## config.mk

```make
export PLATFORM = sky130hd
export DESIGN_NAME = eth_tx_sched
export DESIGN_NICKNAME = d
export VERILOG_FILES = /design/src/rtl/eth_pkg.sv /design/src/rtl/eth_rr_arb.sv /design/src/rtl/eth_tx_sched.sv
export SDC_FILE = /design/constraint.sdc
export NUM_CORES = 1
export LEC_CHECK = 0
export CELL_PAD_IN_SITES_DETAIL_PLACEMENT = 0
export CELL_PAD_IN_SITES_GLOBAL_PLACEMENT = 1
export CORE_MARGIN = 5
export CORE_UTILIZATION = 35
export CTS_BUF_LIST = sky130_fd_sc_hd__clkbuf_4
export DETAILED_ROUTE_END_ITERATION = 7
export GPL_TIMING_DRIVEN = 0
export PLACE_DENSITY = 0.73
export SYNTH_ARGS = -nofsm -noshare
export SYNTH_HDL_FRONTEND = slang
export SYNTH_SLANG_ARGS = --single-unit
export TNS_END_PERCENT = 30
```

## constraint.sdc

```tcl
create_clock -name clk -period 3.5 [get_ports clk]
set_clock_uncertainty 0.1 [all_clocks]
set_input_delay 0.7 -clock clk [delete_from_list [all_inputs] [get_ports clk]]
set_output_delay 0.7 -clock clk [all_outputs]
set_load 0.05 [all_outputs]
```

## src/rtl/eth_pkg.sv

```systemverilog
// Shared types and default timing for the 10BASE-T transmit scheduler.
package eth_pkg;

    typedef enum logic [1:0] {
        StIdle,
        StStart,
        StSend,
        StGap
    } eth_state_e;

    // 20 MHz clock: one Manchester half-bit per cycle
    localparam int unsigned ETH_FRAME_CYCLES = 1200;
    localparam int unsigned ETH_IFG_CYCLES   = 192;

endpackage

```

## src/rtl/eth_rr_arb.sv

```systemverilog
// Combinational round-robin picker: first set req at or above rr_ptr, wrapping.
// With ETH_TX_SCHED_PRIO_EN defined, requester 0 bypasses the rotation.
module eth_rr_arb
    import eth_pkg::*;
#(
    parameter int unsigned N_REQ = 4,
    localparam int unsigned SELW = (N_REQ > 1) ? $clog2(N_REQ) : 1
) (
    input  logic [N_REQ-1:0] req_i,
    input  logic [SELW-1:0]  rr_ptr_i,
    output logic [SELW-1:0]  winner_o,
    output logic             valid_o
);

    logic [2*N_REQ-1:0] req_dbl;
    logic [N_REQ-1:0]   req_rot;

    // Rotate so that bit 0 of req_rot is the requester at rr_ptr
    assign req_dbl = {req_i, req_i} >> rr_ptr_i;
    assign req_rot = req_dbl[N_REQ-1:0];

    always_comb begin
        winner_o = '0;
        valid_o  = 1'b0;
        // Descending scan so the lowest rotated offset is the last write
        for (int i = N_REQ - 1; i >= 0; i--) begin
            if (req_rot[i]) begin
                valid_o = 1'b1;
                if (int'(rr_ptr_i) + i >= int'(N_REQ)) begin
                    winner_o = SELW'(int'(rr_ptr_i) + i - int'(N_REQ));
                end else begin
                    winner_o = SELW'(int'(rr_ptr_i) + i);
                end
            end
        end
`ifdef ETH_TX_SCHED_PRIO_EN
        if (req_i[0]) begin
            winner_o = '0;
            valid_o  = 1'b1;
        end
`endif
    end

endmodule

```

## src/rtl/eth_tx_sched.sv

```systemverilog
// Round-robin frame scheduler for a shared 10BASE-T transmitter; times frame and gap itself.
// Optional strict priority for requester 0 via ETH_TX_SCHED_PRIO_EN.
module eth_tx_sched
    import eth_pkg::*;
#(
    parameter int unsigned N_REQ        = 4,
    parameter int unsigned FRAME_CYCLES = ETH_FRAME_CYCLES,
    parameter int unsigned IFG_CYCLES   = ETH_IFG_CYCLES,
    localparam int unsigned SELW        = (N_REQ > 1) ? $clog2(N_REQ) : 1
) (
    input  logic             clk,
    input  logic             rst_n,
    input  logic             enable,
    input  logic [N_REQ-1:0] req,
    output logic [N_REQ-1:0] gnt,
    output logic [SELW-1:0]  sel,
    output logic             start,
    output logic             busy,
    output logic [N_REQ-1:0] done
);

    localparam int unsigned MAXC = (FRAME_CYCLES > IFG_CYCLES) ? FRAME_CYCLES : IFG_CYCLES;
    localparam int unsigned TW   = $clog2(MAXC);

    eth_state_e       state_q, state_d;
    logic [TW-1:0]    timer_q, timer_d;
    logic [SELW-1:0]  rr_ptr_q, rr_ptr_d;
    logic [N_REQ-1:0] gnt_q, gnt_d;
    logic [SELW-1:0]  sel_q, sel_d;
    logic             start_q, start_d;
    logic             busy_q, busy_d;
    logic [N_REQ-1:0] done_q, done_d;

    logic [SELW-1:0]  arb_winner;
    logic             arb_valid;

    eth_rr_arb #(
        .N_REQ (N_REQ)
    ) u_arb (
        .req_i    (req),
        .rr_ptr_i (rr_ptr_q),
        .winner_o (arb_winner),
        .valid_o  (arb_valid)
    );

    always_comb begin
        state_d  = state_q;
        timer_d  = timer_q;
        rr_ptr_d = rr_ptr_q;
        gnt_d    = gnt_q;
        sel_d    = sel_q;
        start_d  = 1'b0;
        busy_d   = busy_q;
        done_d   = '0;

        unique case (state_q)
            StIdle: begin
                if (enable && arb_valid) begin
                    state_d = StStart;
                    gnt_d   = N_REQ'(1) << arb_winner;
                    sel_d   = arb_winner;
                    start_d = 1'b1;
                    busy_d  = 1'b1;
                end
            end
            StStart: begin
                timer_d = TW'(FRAME_CYCLES - 1);
                state_d = StSend;
            end
            StSend: begin
                if (timer_q == '0) begin
                    timer_d = TW'(IFG_CYCLES - 1);
                    state_d = StGap;
                end else begin
                    timer_d = timer_q - 1'b1;
                end
            end
            StGap: begin
                if (timer_q == '0) begin
                    state_d = StIdle;
                    gnt_d   = '0;
                    sel_d   = '0;
                    busy_d  = 1'b0;
                    if (N_REQ > 1) begin
`ifdef ETH_TX_SCHED_PRIO_EN
                        if (sel_q != '0) begin
                            rr_ptr_d = (sel_q == SELW'(N_REQ - 1)) ? '0 : sel_q + 1'b1;
                        end
`else
                        rr_ptr_d = (sel_q == SELW'(N_REQ - 1)) ? '0 : sel_q + 1'b1;
`endif
                    end
                end else begin
                    timer_d = timer_q - 1'b1;
                end
            end
            default: state_d = StIdle;
        endcase

        // done is registered, so raise it on entry to the final gap cycle
        if (state_d == StGap && timer_d == '0) begin
            done_d = gnt_d;
        end
    end

    always_ff @(posedge clk) begin
        if (!rst_n) begin
            state_q  <= StIdle;
            timer_q  <= '0;
            rr_ptr_q <= '0;
            gnt_q    <= '0;
            sel_q    <= '0;
            start_q  <= 1'b0;
            busy_q   <= 1'b0;
            done_q   <= '0;
        end else begin
            state_q  <= state_d;
            timer_q  <= timer_d;
            rr_ptr_q <= rr_ptr_d;
            gnt_q    <= gnt_d;
            sel_q    <= sel_d;
            start_q  <= start_d;
            busy_q   <= busy_d;
            done_q   <= done_d;
        end
    end

    assign gnt   = gnt_q;
    assign sel   = sel_q;
    assign start = start_q;
    assign busy  = busy_q;
    assign done  = done_q;

endmodule

```

==> results.md <==
Synth:
- The gate count after technology mapping is 199.
- A synthesized cell averages 8.05 um^2.
- dfxtp_1 takes more of the synthesized area than any other cell.
- For this run, the number of Yosys warnings is 0.
- The synthesized design contains 0 enable-type register cells.
- The leading register cell type out of synthesis is dfxtp_1.
- After synthesis, the cell types taking the most area are dfxtp_1 (34%), nor2_1 (6.3%), ha_1 (5.5%).
- The summed instance area of the synthesized netlist is 0.00160 mm^2.
- The number of distinct standard cells referenced by the synthesized netlist is 49.
- In this run the biggest area consumer among cell types represents 33.7% of the synthesized area.
- The share of flip-flops with an asynchronous set or reset after synthesis is 0%.
- The post-synthesis sequential area ratio is 33.7%.
- The flip-flop and latch count after synthesis is 27.
- The synthesized netlist net count is 213.

Pwr:
- For this design the static power due to leakage is 0.786 nW.
- The power per unit of standard cell area is 919 mW/mm^2.
- VDD sags by at most 0.333 mV.

STA:
- Setup violations remaining at the end of the flow were counted as 0.
- For the pin with the worst max-slew slack, the measured transition is 0.915 ns.
- The worst hold slack is 0.403 ns.
- Setup repair after global routing left no endpoint under its margin.
- The number of hold-slack violations in the final timing report was 0.
- The number of max-slew violations in the final report was 0.
- The top achievable clock speed is 0.312 GHz.
- In this run the tightest slew margin relative to its limit is 38.2%.
- The share of the cycle needed by the critical path after routing is 91.7%.
- The routed design could run at a clock period as short as 3.21 ns.

Placement:
- The congestion estimate from routability-driven global placement came to 0.863.
- In this run, placement finished with an instance count of 269.
- The HPWL after detailed placement is 3250 um.
- The count of buffers added on input and output ports is 18.

Final layout:
- The library cells used most frequently in the layout, excluding fill and tap cells, are nor2_1 (27), dfxtp_1 (27), clkdlybuf4s50_1 (18).
- The area occupied by registers is 541 um^2.
- In the final layout, the share of cells above drive strength 1 is 6.79%.
- The area of combinational cells with multiple inputs is 992 um^2.
- The repair_antennas step left the layout with diodes totalling 0.
- The area growth from synthesis to layout is 17.4%.
- At the end of the flow, the number of nets in the layout was 236.
- For this run, the number of standard cells in the final layout without fillers is 273.
- After filler insertion, the fill cell instance count of the layout stands at 454.

Setup path:
- The critical path arrival is 3.38 ns.
- STA puts the critical path data required time at 3.67 ns.
- The endpoint identified for the worst register-to-register timing path is done[0]$_SDFF_PN0_.
- The most critical setup path has its endpoint at done[1]$_SDFF_PN0_.
- Walking the worst path, the cells encountered are clkdlybuf4s50_1, o41ai_1, a21boi_0, o32ai_1, nand4_1, nor4_2, and4bb_1.
- The worst register-to-register path begins at timer_q[0]$_SDFF_PN0_.
- The category of the worst setup path capture point is a register.
- On the critical path, the stage with the largest delay is an instance of o41ai_1.
- The number of cells on the worst reg-to-reg path is 9.
- On the critical path the largest part of the delay comes from compound AO/OA/AOI/OAI gates.
- On the worst path, the slowest cell contributes a delay of 0.88 ns.
- The maximum fanout encountered on the critical timing path is 6.
- The element type at the critical path start is an input port.
- The critical path starts at req[0].
- Counting buffers and inverters, the worst setup path is 7 cells deep.
- For flop-to-flop paths, the worst setup slack is 0.46 ns.
- The combined buffer and inverter count along the critical path is 1.
- The kind of critical path is in -> reg.

Floorplan:
- The placement row count is 24.
- The height of the die is 77.7 um.
- For this design the top-level I/O count stands at 19.
- The placeable core region is 0.00438 mm^2.
- The die is 77.7 um wide.
- The floorplan step defined a die boundary enclosing 0.00603 mm^2.
- The effective utilization at floorplan is 36.6%.

Detailed routing:
- The number of vias per cell is 5.52.
- The total detailed-routing wirelength is 4220 um.
- The number of search-and-repair iterations in the first detailed-routing pass is 4.
- Once detail routing completed, the nets flagged for antenna violations numbered 0.
- In the final routed layout, each cell accounts on average for 15.5 um.
- In this run, the number of DRC markers left after iteration 0 of detailed routing was 115.
- The number of remaining DRC errors is 0.
- Detailed routing inserted a total of 1506 vias.

Clock network:
- The longest clock path from root to sink contains 2 buffers.
- The cell sitting at the root of the clock tree is a clkbuf_4.
- The clock drives 27 sinks.
- The clock-pin slew of the registers on the worst-case setup and hold paths is 0.14 ns.
- TritonCTS built the clock tree.
- The number of setup buffers added after CTS is 0.
- In this run the number of H-tree levels came out at 1.
- The TritonCTS buffer count is 3.
- The clock latency on the worst-skew pair is 0.33 ns.

Min path:
- The class of the tightest hold or removal check is reg -> reg.

Global route:
- In the global route stage, overall resource usage came out at 14.5%.
- The via count of the first global-routing pass is 1429.
- The residual overflow from global routing is 0.
- The initial antenna violation count is 0.
- The wire length of the first global-routing pass is 7160 um.
- Entering global routing, the biggest net connects 16 pins.

Run:
- Across the run, the number of max-cap violations was 0.

Outcome:
- The run finished with clean final reports.
[cells in the mapped netlist, drive strengths merged (6+ instances only)]
master / n
dfxtp: 27
nor2: 27
nand2: 17
inv: 11
nor3: 9
a21oi: 8
clkbuf: 8
ha: 7
a22oi: 6
or3: 6
[layer usage]
| layer | wire, um | up-vias | global-route usage [%] | share of wire (%) |
|---|---|---|---|---|
| met5 | 0 | - | 0 | 0 |
| met4 | 65 | 0 | 5.50 | 1.5 |
| met3 | 188 | 6 | 2.66 | 4.5 |
| met2 | 1920 | 34 | 21.8 | 45 |
| met1 | 2050 | 686 | 20.4 | 49 |
| li1 | - | 780 | - | - |
[state kept, by name (all words and copies together), names as in the netlist]
| name | count |
|---|---|
| busy | 1 |
| done | 4 |
| gnt | 4 |
| rr_ptr_q | 2 |
| sel | 2 |
| start | 1 |
| state_q | 2 |
| timer_q | 11 |
[worst register-to-register path: stages (launching register included)]
cell and delay [ns]:
dfxtp_1 0.39, inv_1 0.09, ha_1 0.14, clkbuf_1 0.34
or3b_2 0.50, nor4_2 0.38, nor3_1 0.10, a221oi_1 0.50
nand3_1 0.20, nor3b_1 0.23
[layout make-up]
class                      count  area share, %
multi-input combinational    152           52.7
sequential                    27           28.7
timing repair buffer          18           9.57
tap                           52           3.46
inverter                      11           2.19
buffer                         9           1.86
clock buffer                   3           1.20
clock inverter                 1          0.266
[stage by stage]
step                      total power (W)  worst slack [ns]  util (%)  instance area (um^2)  setup TNS [ns]
after detailed placement          0.00158           -0.0378      42.2                  1850          -0.123
after global placement            0.00159          -0.00489      42.2                  1850        -0.00489
after CTS                         0.00173             0.275      42.8                  1880               0
after floorplan                   0.00131             0.940         -                  1600               0
final                             0.00173             0.291      42.9                  1880               0
after global routing              0.00190            0.0883      42.9                  1880               0
[logic make-up after synthesis]
family | Yosys count | share of synthesized area, %
fa+ha+maj | 7 | 5.46
compound gates | 46 | 21.9
simple gates | 93 | 30.6
xor+xnor | 3 | 1.64
mux | 3 | 1.95
flops | 27 | 33.7
buf+inv | 20 | 4.76
[power by group]
group | internal [W] | leakage (nW) | switching, W
Sequential | 0.000372 | 0.219 | 0.0000769
Clock | 0.0000429 | 0.0177 | 0.0000966
Combinational | 0.000430 | 0.549 | 0.000711
Total | 0.000846 | 0.786 | 0.000884
[timing repair]
item                                    in CTS  in global routing
hold endpoints to repair                     0                  0
hold buffers                                 0                  0
gates resized for setup                      0                  1
endpoints found under the setup margin       0                  4
[worst min-delay path by stage]
stage                                    end  depth (start not counted)                     start  slack [ns]
floorplan           rr_ptr_q[0]$_SDFFE_PN0P_                          2  rr_ptr_q[0]$_SDFFE_PN0P_        0.34
global placement    rr_ptr_q[0]$_SDFFE_PN0P_                          2  rr_ptr_q[0]$_SDFFE_PN0P_        0.38
detailed placement         busy$_SDFFE_PN0P_                          2         busy$_SDFFE_PN0P_        0.38
CTS                 rr_ptr_q[0]$_SDFFE_PN0P_                          2  rr_ptr_q[0]$_SDFFE_PN0P_        0.41
global route        rr_ptr_q[0]$_SDFFE_PN0P_                          2  rr_ptr_q[0]$_SDFFE_PN0P_        0.44
finish              rr_ptr_q[0]$_SDFFE_PN0P_                          2  rr_ptr_q[0]$_SDFFE_PN0P_        0.40
Note: power is estimated with default switching activity, not from simulation.
